[config.mk]
export PLATFORM = sky130hd
export DESIGN_NAME = metadata_extractor
export DESIGN_NICKNAME = d
export VERILOG_FILES = /design/src/rtl/metadata_extractor.sv
export SDC_FILE = /design/constraint.sdc
export NUM_CORES = 1
export LEC_CHECK = 0
export BUFFER_PORTS_ARGS = -buffer_cell sky130_fd_sc_hd__buf_2
export CAP_MARGIN = 20
export CORE_MARGIN = 3
export CORE_UTILIZATION = 50
export CTS_CLUSTER_DIAMETER = 200
export CTS_CLUSTER_SIZE = 10
export DETAILED_ROUTE_END_ITERATION = 7
export PLACE_DENSITY = 0.71
export SLEW_MARGIN = 40
export SYNTH_ARGS = -nofsm -noshare
export SYNTH_HDL_FRONTEND = slang
export SYNTH_SLANG_ARGS = --single-unit
[constraint.sdc]
create_clock -name axi_aclk -period 14.9 [get_ports axi_aclk]
set_input_delay 2.98 -clock axi_aclk [delete_from_list [all_inputs] [get_ports axi_aclk]]
set_output_delay 2.98 -clock axi_aclk [all_outputs]
set_load 0.01 [all_outputs]
[src/rtl/metadata_extractor.sv]
// AXI-Stream metadata extractor: buffers input beats in a small FIFO and, in extraction mode,
// strips each packet's first beat and overlays its timestamp/destination onto later beats' tuser.
module metadata_extractor #(
   parameter int C_S_AXIS_DATA_WIDTH   = 256,
   parameter int C_M_AXIS_DATA_WIDTH   = 256,
   parameter int C_S_AXIS_TUSER_WIDTH  = 128,
   parameter int C_M_AXIS_TUSER_WIDTH  = 128,
   parameter int C_TS_WIDTH            = 32,
   parameter int C_TUSER_TIMESTAMP_POS = 32,
   parameter int C_DST_WIDTH           = 8,
   parameter int C_TUSER_DST_POS       = 24,
   parameter int C_TS_FIRST_BEAT_ONLY  = 1,
   parameter int C_FIFO_DEPTH_BITS     = 2
) (
   input  logic                               axi_aclk,
   input  logic                               axi_aresetn,
   input  logic [C_S_AXIS_DATA_WIDTH-1:0]     s_axis_tdata,
   input  logic [C_S_AXIS_DATA_WIDTH/8-1:0]   s_axis_tstrb,
   input  logic [C_S_AXIS_TUSER_WIDTH-1:0]    s_axis_tuser,
   input  logic                               s_axis_tvalid,
   input  logic                               s_axis_tlast,
   output logic                               s_axis_tready,
   output logic [C_M_AXIS_DATA_WIDTH-1:0]     m_axis_tdata,
   output logic [C_M_AXIS_DATA_WIDTH/8-1:0]   m_axis_tstrb,
   output logic [C_M_AXIS_TUSER_WIDTH-1:0]    m_axis_tuser,
   output logic                               m_axis_tvalid,
   output logic                               m_axis_tlast,
   input  logic                               m_axis_tready,
   input  logic                               em_enable,
   input  logic                               sw_rst,
   output logic [31:0]                        pkt_count,
   output logic [31:0]                        drop_count
);
   localparam int DW    = C_S_AXIS_DATA_WIDTH;
   localparam int SW    = DW / 8;
   localparam int UW    = C_S_AXIS_TUSER_WIDTH;
   localparam int AW    = C_FIFO_DEPTH_BITS;
   localparam int DEPTH = 1 << AW;
   localparam int DSTW  = (C_DST_WIDTH > 0) ? C_DST_WIDTH : 1;
   localparam logic [0:0] HEAD = 1'b0;
   localparam logic [0:0] BODY = 1'b1;

   if (C_M_AXIS_DATA_WIDTH != C_S_AXIS_DATA_WIDTH) begin : g_err_dw
      $error("metadata_extractor: input and output data widths differ");
   end
   if (C_M_AXIS_TUSER_WIDTH != C_S_AXIS_TUSER_WIDTH) begin : g_err_uw
      $error("metadata_extractor: input and output tuser widths differ");
   end
   if ((DW % 8) != 0) begin : g_err_dw8
      $error("metadata_extractor: data width must be a multiple of 8");
   end
   if (C_TS_WIDTH != 32 && C_TS_WIDTH != 64) begin : g_err_ts
      $error("metadata_extractor: timestamp width must be 32 or 64");
   end
   if (C_DST_WIDTH < 0 || C_DST_WIDTH > 8) begin : g_err_dst
      $error("metadata_extractor: destination width must be 0..8");
   end
   if (C_FIFO_DEPTH_BITS < 1 || C_FIFO_DEPTH_BITS > 5) begin : g_err_depth
      $error("metadata_extractor: FIFO depth bits must be 1..5");
   end
   if (C_TS_WIDTH + C_DST_WIDTH > DW) begin : g_err_meta
      $error("metadata_extractor: metadata fields exceed data width");
   end
   if (C_TUSER_TIMESTAMP_POS < 0 || C_TUSER_TIMESTAMP_POS + C_TS_WIDTH > UW) begin : g_err_tspos
      $error("metadata_extractor: timestamp overlay outside tuser");
   end
   if (C_DST_WIDTH > 0 && (C_TUSER_DST_POS < 0 || C_TUSER_DST_POS + C_DST_WIDTH > UW)) begin : g_err_dstpos
      $error("metadata_extractor: destination overlay outside tuser");
   end

   logic [DW-1:0]     fifo_data_q [DEPTH];
   logic [SW-1:0]     fifo_strb_q [DEPTH];
   logic [UW-1:0]     fifo_user_q [DEPTH];
   logic              fifo_last_q [DEPTH];
   logic [AW-1:0]     wr_ptr_q, wr_ptr_d, rd_ptr_q, rd_ptr_d;
   logic [AW:0]       count_q, count_d;
   logic [1:0]        rst_sync_q, rst_sync_d;
   logic [0:0]        state_q, state_d;
   logic              mode_q, mode_d, first_q, first_d;
   logic [C_TS_WIDTH-1:0] ts_q, ts_d, ts_field;
   logic [DSTW-1:0]   dst_q, dst_d, head_dst;
   logic [31:0]       pkt_q, pkt_d, drop_q, drop_d;
   logic              push, pop, empty;
   logic [DW-1:0]     head_data;
   logic [UW-1:0]     head_user;
   logic              head_last;

   function automatic logic [UW-1:0] apply_overlay(input logic [UW-1:0] user,
                                                   input logic [C_TS_WIDTH-1:0] ts,
                                                   input logic [DSTW-1:0] dst);
      logic [UW-1:0] r;
      r = user;
      for (int i = 0; i < C_TS_WIDTH; i++) r[C_TUSER_TIMESTAMP_POS + i] = ts[i];
      for (int i = 0; i < C_DST_WIDTH; i++) r[C_TUSER_DST_POS + i] = dst[i];
      return r;
   endfunction

   assign head_data = fifo_data_q[rd_ptr_q];
   assign head_user = fifo_user_q[rd_ptr_q];
   assign head_last = fifo_last_q[rd_ptr_q];

   if (C_DST_WIDTH > 0) begin : g_dst
      assign head_dst = head_data[C_TS_WIDTH +: DSTW];
   end else begin : g_no_dst
      assign head_dst = '0;
   end

   assign m_axis_tdata  = head_data;
   assign m_axis_tstrb  = fifo_strb_q[rd_ptr_q];
   assign m_axis_tlast  = head_last;
   assign pkt_count     = pkt_q;
   assign drop_count    = drop_q;
   // Ready depends only on registered occupancy and the reset synchroniser, never on m_axis_tready.
   assign s_axis_tready = rst_sync_q[1] & ~sw_rst & ~count_q[AW];
   assign push          = s_axis_tvalid & s_axis_tready;
   assign empty         = (count_q == '0);
   assign ts_field      = (first_q || C_TS_FIRST_BEAT_ONLY == 0) ? ts_q : '0;
   assign rst_sync_d    = {rst_sync_q[0], 1'b1};

   always_comb begin
      state_d       = state_q;
      mode_d        = mode_q;
      first_d       = first_q;
      ts_d          = ts_q;
      dst_d         = dst_q;
      pkt_d         = pkt_q;
      drop_d        = drop_q;
      pop           = 1'b0;
      m_axis_tvalid = 1'b0;
      m_axis_tuser  = head_user;
      if (!empty && !sw_rst) begin
         if (state_q == HEAD) begin
            mode_d = em_enable;
            if (em_enable) begin
               pop     = 1'b1;
               ts_d    = head_data[C_TS_WIDTH-1:0];
               dst_d   = head_dst;
               first_d = 1'b1;
               if (head_last) drop_d  = drop_q + 32'd1;
               else           state_d = BODY;
            end else begin
               m_axis_tvalid = 1'b1;
               if (m_axis_tready) begin
                  pop = 1'b1;
                  if (head_last) pkt_d   = pkt_q + 32'd1;
                  else           state_d = BODY;
               end
            end
         end else begin
            m_axis_tvalid = 1'b1;
            if (mode_q) m_axis_tuser = apply_overlay(head_user, ts_field, dst_q);
            if (m_axis_tready) begin
               pop     = 1'b1;
               first_d = 1'b0;
               if (head_last) begin
                  pkt_d   = pkt_q + 32'd1;
                  state_d = HEAD;
               end
            end
         end
      end
      wr_ptr_d = push ? wr_ptr_q + AW'(1) : wr_ptr_q;
      rd_ptr_d = pop  ? rd_ptr_q + AW'(1) : rd_ptr_q;
      count_d  = count_q;
      if (push && !pop)      count_d = count_q + (AW+1)'(1);
      else if (!push && pop) count_d = count_q - (AW+1)'(1);
      if (sw_rst) begin
         state_d  = HEAD;
         mode_d   = 1'b0;
         first_d  = 1'b0;
         ts_d     = '0;
         dst_d    = '0;
         pkt_d    = '0;
         drop_d   = '0;
         wr_ptr_d = '0;
         rd_ptr_d = '0;
         count_d  = '0;
      end
   end

   always_ff @(posedge axi_aclk) begin
      if (push) begin
         fifo_data_q[wr_ptr_q] <= s_axis_tdata;
         fifo_strb_q[wr_ptr_q] <= s_axis_tstrb;
         fifo_user_q[wr_ptr_q] <= s_axis_tuser;
         fifo_last_q[wr_ptr_q] <= s_axis_tlast;
      end
   end

   always_ff @(posedge axi_aclk or negedge axi_aresetn) begin
      if (!axi_aresetn) begin
         rst_sync_q <= '0;
         state_q    <= HEAD;
         mode_q     <= 1'b0;
         first_q    <= 1'b0;
         ts_q       <= '0;
         dst_q      <= '0;
         pkt_q      <= '0;
         drop_q     <= '0;
         wr_ptr_q   <= '0;
         rd_ptr_q   <= '0;
         count_q    <= '0;
      end else begin
         rst_sync_q <= rst_sync_d;
         state_q    <= state_d;
         mode_q     <= mode_d;
         first_q    <= first_d;
         ts_q       <= ts_d;
         dst_q      <= dst_d;
         pkt_q      <= pkt_d;
         drop_q     <= drop_d;
         wr_ptr_q   <= wr_ptr_d;
         rd_ptr_q   <= rd_ptr_d;
         count_q    <= count_d;
      end
   end
endmodule

==> metrics.csv, run 1 <==
stage,metric,value,unit
final_layout,Post-Route Utilization,60.3,%
yosys,dominant synthesized flop cell,edfxtp_1,
placement,dpl hpwl,99.6,mm
yosys,Mean Syn Cell Area,23.1,um^2
drt,Initial DRT Pass Iterations,6,
clock_tree,worst skew pair latency,0.80,ns
grt,grt ovf,0,
floorplan,Ports,906,
clock_tree,CTS tree,yes,
yosys,post-synth cell types,48,
yosys,Mapped Cells,2850,
sta,max-slew violations,0,
floorplan,Rows,132,
floorplan,Die Wd,369,um
yosys,compound-cell area share of the yosys netlist,1.14,%
yosys,Post-synth EDFFs,1668,
drt,vias,32900,
drt,final wirelength,154,mm
yosys,multiplexer share of the synthesized area,14.3,%
worst_setup_path,Critical Path Sink Type,output port,
pwr,clock group share of total power,33.2,%
drt,DR vias/cell,5.75,
placement,pre-CTS setup slack,6.84,ns
drt,routed len/inst,26.8,um
sta,fmax,0.124,GHz
clock_tree,CTS root buf,clkbuf_16,
yosys,post-synthesis sequential area ratio,80.4,%
drt,post-route DRC violation count,0,
worst_setup_path,Crit Path Class,in2out,
worst_setup_path,worst r2r dst,fifo_data_q[2][63],
sta,Tightest Pin Transition,0.826,ns
hold_path,Worst Hold Endpoint,rst_sync_q[1],
yosys,top-count cell post-synth,edfxtp_1,
grt,largest net degree at the start of global routing,134,
floorplan,die area,0.136,mm^2
clock_tree,post-CTS setup buffer count,0,
placement,buffers added on ports,905,
yosys,top cell type's share of synthesized area,76.0,%
yosys,XOR/XNOR Fraction of Synth Area,0.505,%
yosys,register bit count reported by yosys,1784,
hold_path,Hold Startpoint,rst_sync_q[0],
clock_tree,cts repair resizes,0,
sta,Setup Viol. Count Final,0,
hold_path,worst hold path depth,0,
pwr,Switch Pwr,3.32,mW
sta,RSZ-0062 raised after global routing,no,
floorplan,Initial Utilization,50.6,%
worst_setup_path,R2R setup slack,11.06,ns
yosys,post-synthesis simple-gate area fraction,2.54,%
run,max cap viols,0,
sta,post-route setup slack,6.84,ns
yosys,Yosys warnings,0,
clock_tree,H-tree lvl count,4,
grt,GR Util All Layers,22.5,%
clock_tree,"CTS clk-pin slew, worst paths",0.05,ns
clock_tree,hold_buf cts,0,
floorplan,Die H,369,um
clock_tree,Num CTS Buffers,196,
yosys,largest area contributor in the netlist,edfxtp_1,
worst_setup_path,"Arr. time, crit path",5.08,ns
yosys,main combinational cell family by area after synthesis,multiplexers,
worst_setup_path,largest fanout on the critical path,37,
sta,fin crit period,8.06,ns
pwr,leak pwr,26.5,nW
grt,vias in the first global route,33700,
pwr,PD cells,161,mW/mm^2
worst_setup_path,Critical Path Start Type,primary input,
worst_setup_path,critical path required time,11.92,ns
worst_setup_path,reg2reg path depth,6,
sta,skew final,0.0308,ns
placement,gpl congestion,0.872,
floorplan,Core ar.,0.130,mm^2
grt,global-route wire length before repair,226,mm
outcome,status,completed,
worst_setup_path,R2R Path Start,count_q[2],
grt,initial antenna violation count,84,
drt,DRT iter0 DRCs,3099,
final_layout,share of cells above drive strength 1,40.8,%
final_layout,Final nets,4301,
drt,"antenna viol nets, final",0,
yosys,Synthesized Nets,3280,
sta,setup_tns,0,ns
pwr,peak supply drop,0.201,mV
yosys,adder-cell share of the synthesized area,0.144,%
sta,final hold violation count,0,
clock_tree,clk buf depth,3,
pwr,Cell Int Power,9.30,mW
hold_path,Hold Path Class,reg2reg,
yosys,top post-synthesis cells by area,"edfxtp_1 76%, mux4_2 14%, dfrtp_1 4.4%",
pwr,sequential share of power,45.7,%
yosys,"Cell Area, Synth",0.0659,mm^2
final_layout,area grow syn2layout,19.1,%
clock_tree,clock sink total,1784,
yosys,asr flop ratio synth,6.50,%
yosys,most instantiated cells after synthesis,"1668 x edfxtp_1, 417 x mux4_2, 117 x nand2_1",
pwr,combinational share of power,21.1,%
sta,crit share post-route,54.1,%
sta,Rel. slew slack,45.0,%
pwr,Switching Fraction,26.3,%
layout make-up:
cell class | instances | area [um^2]
Antenna cell | 65 | 163
Clock buffer | 242 | 5180
Clock inverter | 11 | 221
Fill cell | 9186 | 51600
Inverter | 15 | 56.3
Multi-Input combinational cell | 918 | 12300
Sequential cell | 1784 | 53000
Tap cell | 1742 | 2180
Timing Repair Buffer | 956 | 5350
stage by stage:
stage               cells  hold WS [ns]  power, mW  area (um^2)
finish               5733         0.348       12.6        78500
global placement     5401         0.335       8.52        72500
CTS                  5663         0.348       12.8        78200
global route         5692         0.366       13.1        78400
floorplan            2850         0.331       7.54        65900
detailed placement   5410         0.336       8.56        72800
worst max path at each step:
| stage | start | endpoint | slack, ns | depth (start not counted) |
|---|---|---|---|---|
| floorplan | sw_rst | fifo_data_q[0][0] | 1.06 | 4 |
| global placement | sw_rst | m_axis_tuser[48] | 7.01 | 8 |
| detailed placement | sw_rst | m_axis_tuser[48] | 6.84 | 8 |
| CTS | sw_rst | m_axis_tuser[48] | 6.84 | 8 |
| global route | sw_rst | m_axis_tuser[47] | 6.67 | 8 |
| finish | sw_rst | m_axis_tuser[48] | 6.84 | 8 |
per-layer routing:
metal | routed length, um | global-route usage, % | vias up | share of wire, %
li1 | - | - | 14000 | -
met1 | 55400 | 28.1 | 17200 | 36
met2 | 78200 | 36.9 | 1371 | 51
met3 | 14200 | 7.46 | 296 | 9.3
met4 | 5530 | 8.61 | 34 | 3.6
met5 | 194 | 0 | - | 0.13
worst max-delay path: stages:
cell	delay [ns]
buf_2	0.10
buf_4	0.24
nor2_1	0.27
and3_1	0.72
buf_4	0.41
nand3_1	0.12
nand2_1	0.09
buf_2	0.12
registers in the layout, summed over array words and instances (netlist names), 2 cells and up:
signal and flops:
fifo_last_q 4, count_q 3, rd_ptr_q 2, ts_q 32
fifo_strb_q 128, fifo_user_q 512, wr_ptr_q 2, pkt_count 32
drop_count 32, dst_q 8, rst_sync_q 2, fifo_data_q 1024
placed cells by master (no fill, tap or decap), types with 4 or more instances in the layout:
| cell type | instances |
|---|---|
| o31ai_1 | 5 |
| buf_2 | 904 |
| clkbuf_16 | 201 |
| or4_1 | 5 |
| nor4_1 | 15 |
| o21ai_0 | 21 |
| buf_16 | 11 |
| and4_1 | 7 |
| edfxtp_1 | 1668 |
| and3_1 | 7 |
| nand2_1 | 117 |
| nand4_1 | 28 |
| clkinv_16 | 5 |
| a21oi_1 | 31 |
| a22o_1 | 40 |
| a211oi_1 | 4 |
| nor2_1 | 54 |
| buf_12 | 14 |
| ha_1 | 6 |
| or3_1 | 22 |
| diode_2 | 65 |
| buf_6 | 11 |
| xor2_1 | 13 |
| clkbuf_1 | 41 |
| mux2i_1 | 4 |
| buf_4 | 16 |
| mux4_2 | 417 |
| nand3_1 | 51 |
| and2_4 | 4 |
| nor3_1 | 12 |
| dfrtp_1 | 114 |
| inv_1 | 15 |
| xnor2_1 | 25 |
power groups by stage:
| stage | clock (mW) | combinational [mW] | sequential, mW |
|---|---|---|---|
| floorplan | 0 | 1.67 | 5.87 |
| global placement | 0 | 2.63 | 5.88 |
| detailed placement | 0 | 2.69 | 5.87 |
| CTS | 4.29 | 2.71 | 5.77 |
| global route | 4.48 | 2.84 | 5.78 |
| finish | 4.19 | 2.66 | 5.77 |
kinds of logic (layout without fill, tap and decap cells):
group	Yosys count	count (layout)
buffers and inverters	148	1224
flip-flops	1784	1784
AO/OA/AOI/OAI	109	109
AND/OR/NAND/NOR	340	340
other	1	66
multiplexers	423	423
XOR/XNOR	38	38
adder cells (fa/ha/maj)	7	7
No activity file was read; power rests on OpenSTA's default activity.
==> run 2: changes to the inputs <==
==> constraint.sdc (replaced) <==
create_clock -name axi_aclk -period 7.8 [get_ports axi_aclk]
set_input_delay 1.56 -clock axi_aclk [delete_from_list [all_inputs] [get_ports axi_aclk]]
set_output_delay 1.56 -clock axi_aclk [all_outputs]
set_load 0.01 [all_outputs]
==> metrics.csv, run 2 (synthesized netlist as in run 1, its figures left out) <==
stage,metric,value,unit,change
outcome,status,completed,,
worst_setup_path,Critical Path Start Type,flop,,
floorplan,Die Wd,369,um,unchanged
clock_tree,post-CTS setup buffer count,0,,unchanged
clock_tree,cts repair resizes,0,,unchanged
drt,DRT iter0 DRCs,2732,,-12%
drt,"antenna viol nets, final",0,,unchanged
sta,Tightest Pin Transition,0.971,ns,+0.145 ns
sta,Setup Viol. Count Final,0,,unchanged
floorplan,Initial Utilization,50.6,%,unchanged
sta,fin crit period,4.99,ns,
final_layout,post-route insts no fill,5712,,-0.37%
grt,initial antenna violation count,77,,-8.3%
drt,Top Layer Used,met5,,
grt,grt ovf,0,,unchanged
sta,crit share post-route,64.0,%,
grt,vias in the first global route,33600,,-0.23%
final_layout,"commonest non-fill, non-tap cell in the layout",edfxtp_1,,
grt,largest net degree at the start of global routing,122,,-9.0%
drt,Initial DRT Pass Iterations,5,,-1
clock_tree,CTS root buf,clkbuf_16,,
final_layout,max reg flops,1024,,unchanged
pwr,peak supply drop,0.230,mV,+14%
floorplan,Ports,906,,unchanged
hold_path,Hold Path Class,reg2reg,,
final_layout,"Design Area, Final",0.0783,mm^2,-0.28%
drt,WL met2,75.9,mm,-2.9%
worst_setup_path,Critical Path Sink Type,output port,,
sta,WHS,0.356,ns,+0.00775 ns
drt,met3 WL,13.7,mm,-3.5%
placement,gpl congestion,0.877,,+0.62%
floorplan,Die H,369,um,unchanged
sta,fmax,0.200,GHz,
drt,Post-Route M1 WL,55.6,mm,+0.32%
sta,max-slew violations,0,,unchanged
final_layout,Final nets,4302,,+0.023%
worst_setup_path,"Arr. time, crit path",3.43,ns,-1.65 ns
clock_tree,CTS tree,yes,,
drt,final wirelength,151,mm,-1.6%
grt,GR Util All Layers,22.1,%,-0.46 points
final_layout,Top reg by flops,fifo_data_q,,
clock_tree,clock sink total,1784,,unchanged
drt,post-route DRC violation count,0,,unchanged
placement,placed cells,5415,,+0.092%
clock_tree,H-tree lvl count,4,,unchanged
clock_tree,hold_buf cts,0,,unchanged
sta,final hold violation count,0,,unchanged
clock_tree,clk buf depth,3,,unchanged
grt,global-route wire length before repair,222,mm,-1.8%
floorplan,Core ar.,0.130,mm^2,unchanged
floorplan,Rows,132,,unchanged
worst_setup_path,largest fanout on the critical path,36,,-2.7%
clock_tree,"CTS clk-pin slew, worst paths",0.06,ns,about the same
final_layout,filler cell count,9128,,-0.63%
final_layout,area grow syn2layout,18.8,%,
worst_setup_path,critical path required time,6.24,ns,-5.68 ns
clock_tree,worst skew pair latency,0.81,ns,about the same
sta,RSZ-0062 raised after global routing,no,,
placement,Area after DPL,0.0728,mm^2,about the same
sta,Rel. slew slack,35.3,%,-9.7 points
final_layout,Post-Route Utilization,60.1,%,-0.17 points
placement,dpl hpwl,98.4,mm,-1.3%
final_layout,share of cells above drive strength 1,40.9,%,+0.046 points
pwr,leak pwr,26.5,nW,-0.21%
final_layout,most frequent cells in the layout,"1668 x edfxtp_1, 904 x buf_2, 417 x mux4_2, 197 x clkbuf_16, 117 x nand2_1",,
run,max cap viols,0,,unchanged
clock_tree,Num CTS Buffers,196,,unchanged
worst_setup_path,Crit Path Class,reg2out,,
final_layout,Largest regs,"fifo_data_q: 1024 flops, fifo_user_q: 512 flops, fifo_strb_q: 128 flops",,
floorplan,die area,0.136,mm^2,unchanged
sta,skew final,0.0602,ns,+0.0293 ns
drt,DR vias/cell,5.77,,+0.35%
pwr,PD cells,307,mW/mm^2,+91%
drt,routed len/inst,26.5,um,-1.2%
sta,setup_tns,0,ns,unchanged
placement,buffers added on ports,905,,unchanged
drt,vias,32900,,-0.015%
## run 2: cell count changes in the layout (fill, tap and decap cells not counted), sizes merged
cell | before | now
buf | 956 | 957
clkinv | 7 | 6
clkbuf | 242 | 235
diode | 65 | 46
inv | 19 | 24
## run 2: layout make-up
class | count | area [um^2] | share of cell area, %
flip-flops and latches | 1784 | 53000 | 67.7
multi-input cells | 918 | 12300 | 15.8
repair buffers | 957 | 5230 | 6.68
clock buffers | 235 | 5070 | 6.48
well taps | 1742 | 2180 | 2.78
clock inverters | 15 | 283 | 0.361
diodes | 46 | 115 | 0.147
inverters | 15 | 56.3 | 0.0719
## run 2: critical path: stages (launching register included)
cell	delay (ns)
dfrtp_4	0.72
buf_12	0.29
buf_4	0.63
mux4_2	0.67
nand2_1	0.10
nand2_1	0.07
buf_2	0.13
## run 2: per-stage QoR
step           setup slack [ns]  power (mW)
6_report                   2.81        24.0
2_1_floorplan             0.119        14.3
3_3_place_gp               3.19        16.3
3_5_place_dp               3.04        16.3
5_1_grt                    2.50        25.0
4_1_cts                    2.58        24.3
## run 2: final timing paths
| path | from | to | slack, ns | depth (start not counted) |
|---|---|---|---|---|
| max reg2reg | count_q[2] | fifo_data_q[0][252] | 4.52 | 5 |
| max in group asynchronous | axi_aresetn | rd_ptr_q[1] | 5.93 | 2 |
| min in group asynchronous | axi_aresetn | drop_count[31] | 0.78 | 1 |
| min reg2reg | rst_sync_q[0] | rst_sync_q[1] | 0.36 | 0 |
| min | rst_sync_q[0] | rst_sync_q[1] | 0.36 | 0 |
| max | rd_ptr_q[0] | m_axis_tuser[24] | 2.81 | 6 |
## run 2: power by group
group	leakage (nW)	internal [mW]	total, mW	switching, mW
Sequential	16.6	10.8	11.0	0.180
Combinational	7.23	2.32	5.08	2.76
Clock	2.60	4.53	7.96	3.42
## run 2: per-layer routing
metal  global-route usage (%)  up-vias
met3                     7.44      353
met4                     9.25       52
met5                        0        -
met2                     35.4     1353
li1                         -    14000
met1                     27.7    17200
